<file path="src/rtl/polyt0_pkg.sv">
// Shared constants and FSM state type for the t0 polynomial unpacker.
package polyt0_pkg;

  localparam int unsigned N        = 256;
  localparam int unsigned D        = 13;
  localparam int unsigned T0_BYTES = N * D / 8;
  localparam int unsigned T0_BIAS  = 4096;

  typedef enum logic [1:0] {
    StIdle,
    StRun,
    StFin
  } state_e;

endpackage

</file>
<file path="src/rtl/polyt0_unpack_stream.sv">
// Streams packed 13-bit t0 coefficients in byte order and emits biased signed coefficients.
// Optional macro POLYT0_UNPACK_IDX_EN adds a coef_idx output tagging each coefficient.
module polyt0_unpack_stream #(
  parameter int unsigned N = polyt0_pkg::N,
  parameter int unsigned D = polyt0_pkg::D
) (
  input  logic        clk,
  input  logic        rst_n,
  input  logic        start,
  input  logic [7:0]  in_byte,
  input  logic        in_valid,
  output logic        in_ready,
  output logic [31:0] out_coef,
  output logic        out_valid,
  input  logic        out_ready,
  output logic        busy,
`ifdef POLYT0_UNPACK_IDX_EN
  output logic [7:0]  coef_idx,
`endif
  output logic        done
);

  import polyt0_pkg::state_e;
  import polyt0_pkg::StIdle;
  import polyt0_pkg::StRun;
  import polyt0_pkg::StFin;

  localparam int unsigned NBytes = N * D / 8;
  localparam int unsigned AccW   = D + 7;
  localparam int unsigned CntW   = $clog2(AccW + 1);
  localparam int unsigned BytesW = $clog2(NBytes + 1);
  localparam int unsigned CoefW  = $clog2(N + 1);
  localparam int unsigned Bias   = polyt0_pkg::T0_BIAS;

  state_e              state_q, state_d;
  logic [AccW-1:0]     acc_q, acc_d;
  logic [CntW-1:0]     cnt_q, cnt_d;
  logic [BytesW-1:0]   nbytes_q, nbytes_d;
  logic [CoefW-1:0]    ncoef_q, ncoef_d;

  always_ff @(posedge clk or negedge rst_n) begin
    if (!rst_n) begin
      state_q  <= StIdle;
      acc_q    <= '0;
      cnt_q    <= '0;
      nbytes_q <= '0;
      ncoef_q  <= '0;
    end else begin
      state_q  <= state_d;
      acc_q    <= acc_d;
      cnt_q    <= cnt_d;
      nbytes_q <= nbytes_d;
      ncoef_q  <= ncoef_d;
    end
  end

  // A byte fits only while cnt <= D-1 and a coefficient needs cnt >= D, so the two
  // handshakes can never fire in the same cycle.
  assign in_ready  = (state_q == StRun) && (cnt_q <= CntW'(D - 1)) &&
                     (nbytes_q < BytesW'(NBytes));
  assign out_valid = (state_q == StRun) && (cnt_q >= CntW'(D));
  assign out_coef  = out_valid ? (32'(Bias) - 32'(acc_q[D-1:0])) : '0;
  assign busy      = (state_q == StRun) || (state_q == StFin);
  assign done      = (state_q == StFin);

`ifdef POLYT0_UNPACK_IDX_EN
  assign coef_idx  = out_valid ? ncoef_q[7:0] : '0;
`endif

  always_comb begin
    state_d  = state_q;
    acc_d    = acc_q;
    cnt_d    = cnt_q;
    nbytes_d = nbytes_q;
    ncoef_d  = ncoef_q;
    unique case (state_q)
      StIdle: begin
        if (start) begin
          state_d  = StRun;
          acc_d    = '0;
          cnt_d    = '0;
          nbytes_d = '0;
          ncoef_d  = '0;
        end
      end
      StRun: begin
        if (in_valid && in_ready) begin
          // Bits at and above cnt are always zero, so OR-ing places the byte at acc[cnt+7:cnt].
          acc_d    = acc_q | (AccW'(in_byte) << cnt_q);
          cnt_d    = cnt_q + CntW'(8);
          nbytes_d = nbytes_q + BytesW'(1);
        end else if (out_valid && out_ready) begin
          acc_d   = acc_q >> D;
          cnt_d   = cnt_q - CntW'(D);
          ncoef_d = ncoef_q + CoefW'(1);
          if (ncoef_q == CoefW'(N - 1)) state_d = StFin;
        end
      end
      StFin:   state_d = StIdle;
      default: state_d = StIdle;
    endcase
  end

endmodule

</file>
<file path="config.mk">
export PLATFORM = sky130hd
export DESIGN_NAME = polyt0_unpack_stream
export DESIGN_NICKNAME = d
export VERILOG_FILES = /design/src/rtl/polyt0_pkg.sv /design/src/rtl/polyt0_unpack_stream.sv
export SDC_FILE = /design/constraint.sdc
export NUM_CORES = 1
export LEC_CHECK = 0
export CAP_MARGIN = 40
export CORE_ASPECT_RATIO = 1.75
export CORE_UTILIZATION = 49
export CTS_CLUSTER_SIZE = 24
export DETAILED_ROUTE_END_ITERATION = 8
export PLACE_DENSITY = 0.74
export SLEW_MARGIN = 5
export SYNTH_ARGS = -nofsm -noshare
export SYNTH_HDL_FRONTEND = slang
export SYNTH_SLANG_ARGS = --single-unit
</file>
<file path="constraint.sdc">
create_clock -name clk -period 2.91 [get_ports clk]
set_clock_uncertainty 0.2 [all_clocks]
set_input_delay 0.7275 -clock clk [delete_from_list [all_inputs] [get_ports clk]]
set_output_delay 0.7275 -clock clk [all_outputs]
set_load 0.01 [all_outputs]
</file>
==> results.md <==
- First-pass GRT wire length: around 14 mm
- Placer Congestion: between 0.9 and 1
- Total GRT Usage: between 20 and 30%
- Crit. End Element: output pin
- Syn Nets: between 300 and 400
- Nets: around 460
- Dpl hpwl: 6.39 mm
- Place WS: -49.3 ps
- Pwr/cell area: ~980 nW/um^2
- CTS Buf Count: 5
- Final WL: ~9 mm
- Gate Count Post-Synth: 368
- CTS Hold Bufs: 0
- Async SR Flop Fraction: between 90% and 100%
- Leading cell types in the layout, fill and taps excluded: dfrtp_1, buf_4, nor2_1
- H-tree lvl count: 2
- Syn_area_per_cell: between 8 and 9 um^2
- Die area: 6680 um^2
- Global route hottest layer: met2
- Min Tclk post-route: 3000 ps
- Max Fclk: between 300 and 400 MHz
- CP Class: reg2out
- Worst slew pin tran: 495 ps
- Bufs on Longest Clock Path: 2
- Die X: 62.2 um
- Area growth from synthesis to layout: 30.8%
- Worst Path Required: between 1500 and 2000 ps
- Outcome: complete, but fails checks
- Crit path cell chain: nor4_4 > nand2b_1 > buf_4 > nor3_2 > xnor2_1 > nor2_1 > dlygate4sd2_1
- TritonCTS clock tree: yes
- Clock-pin slew on the worst setup and hold paths: 110 ps
- FF-to-FF path depth: 10
- Root buffer cell: clkbuf_8
- Post-synthesis sequential area ratio: 36.2%
- Routed WL per cell: about 17 um
- Max_cap viols: 0
- RSZ-0062 raised after global routing: true
- Post-synth EDFFs: 0
- Vias in the first global route: 3040
- Core area: 6180 um^2
- Max Slew Vio Count: 0
- Crit path DAT: about 2100 ps
- Final setup vio count: 15
- Synth Flop Type: dfrtp_1
- Initial Util: between 50% and 60%
- First DRT Iteration DRCs: 166
- DR DRC count: 0
- Clock sink count: 45
- Final setup margin: -94.1 ps
- Relative slew slack: roughly two thirds
- M3 GR Usage: 2.75%
- I/O Buffers: 48
- Flops & latches, synth: 45
- HP Class: in2async
- Tot Pwr: 4000 uW
- Inserted Diodes: 0
- Synth unique cells: 52
- I/O Pins: 49
- Worst Path Max Fanout: 4
- Clock latency on the worst-skew pair: between 300 and 400 ps
- Max rail drop VDD: around 0.67 mV
- Met2 Use GR: between 50 and 60%
- Largest net degree at the start of global routing: 20
- FP Rows: 38
- WHS: ~120 ps
- Antenna-violating nets left: 0
- Grt total ovfl: 0
- GR Layer Usage met1: 27.5%
- Vias: roughly 3100
- Most common cell after layout, fill and taps aside: dfrtp_1
- Final period util: 103%
- Type of origin of the critical path: register
- CP max stage cell: dfrtp_1
- Leakage: 0.00187 uW
- Failing checks: negative setup slack
- Synthesis Warnings: 0
- Initial antenna violation count: 0
- Slowest cell delay on critical path: between 400 and 500 ps
- Final Hold Vio Count: 0
- Share of cells above drive strength 1: about a quarter
- Mapped cell area: about 3100 um^2
- CP Depth: 7
- Via density: 5.91
- Worst Path Buf+Inv: 2
- Sum of negative setup slack: -397 ps
- Die Ht: between 100 and 150 um
- CP delay by family, top: simple AND/OR/NAND/NOR gates
- First-pass iteration count of the detailed router: 5
[report_power, final]
part	internal, uW	switching (uW)
Clock	174	245
Sequential	788	166
Combinational	1150	1480
Total	2110	1890
[final timing paths]
kind | start | end | slack (ps)
max | acc_q[9] | out_coef[12] | -90
min | rst_n | ncoef_q[4] | 120
max reg2reg | cnt_q[0] | ncoef_q[2] | 140
min reg2reg | acc_q[19] | acc_q[19] | 290
max in group asynchronous | rst_n | nbytes_q[4] | 1800
min in group clk | acc_q[19] | acc_q[19] | 290
[Yosys cell counts, types with 3 or more instances]
| master | number | area (um^2) |
|---|---|---|
| a21oi_1 | 27 | 135 |
| a22o_1 | 3 | 26.3 |
| a31oi_1 | 6 | 37.5 |
| buf_4 | 18 | 135 |
| clkbuf_1 | 15 | 56.3 |
| dfrtp_1 | 45 | 1130 |
| ha_1 | 12 | 150 |
| inv_1 | 16 | 60.1 |
| mux2_2 | 9 | 101 |
| mux2i_1 | 12 | 120 |
| nand2_1 | 29 | 109 |
| nand3_1 | 15 | 75.1 |
| nand3b_1 | 3 | 22.5 |
| nand4_1 | 3 | 18.8 |
| nor2_1 | 40 | 150 |
| nor3_1 | 13 | 65.1 |
| nor4_1 | 5 | 31.3 |
| o21ai_0 | 32 | 160 |
| o22ai_1 | 4 | 25.0 |
| o31ai_1 | 3 | 22.5 |
| or3_1 | 9 | 56.3 |
| xnor2_1 | 5 | 43.8 |
| xor2_1 | 6 | 52.6 |
[flip-flops by register name, indices dropped and copies added, names as in the netlist]
name and count:
ncoef_q 9, acc_q 20, state_q 2, nbytes_q 9, cnt_q 5
[metal layers]
layer  up-vias  share of wire (%)
met3        31                7.3
met1      1444                 34
met5         -                  0
li1       1450                  -
met2       143                 53
met4         0                5.1
[layout make-up]
class                           instances  area (um^2)
Multi-Input combinational cell        273         1820
Clock buffer                            5         68.8
Inverter                               17         67.6
Timing Repair Buffer                   96          858
Tap cell                               80          100
Sequential cell                        45         1130
Fill cell                             521         2110
Clock inverter                          3         25.0
[worst register-to-register path, delay by kind of cell (launching register included)]
family	cells	cell delay, ps
adders and majority gates	1	200
and+or+nand+nor	2	490
buffers and inverters	4	550
AOI/OAI and AO/OA	3	850
DFF	1	420
[cells by family (layout without fill, tap and decap cells)]
group / count (synthesis) / in the layout / share of synthesized area [%]
compound gates: 97 / 99 / 19.5
mux: 22 / 22 / 7.85
fa+ha+maj: 12 / 12 / 4.83
simple gates: 129 / 129 / 19.7
xor+xnor: 11 / 11 / 3.10
flops: 45 / 45 / 36.2
buf+inv: 52 / 121 / 8.74
[what timing repair did]
action / in CTS / in global routing
setup buffers: 5 / 3
gates cloned: 2 / 0
pin swaps: 4 / 4
gates resized for setup: 111 / 35
endpoints found under the setup margin: 34 / 35
[metrics by stage]
stage	std cells	util, %	area, um^2
2_1_floorplan	368	-	3120
3_3_place_gp	501	61.3	3790
3_5_place_dp	501	61.3	3790
4_1_cts	516	62.4	3860
5_1_grt	519	65.8	4070
6_report	519	65.8	4070
(Power assumes the default switching activity.)
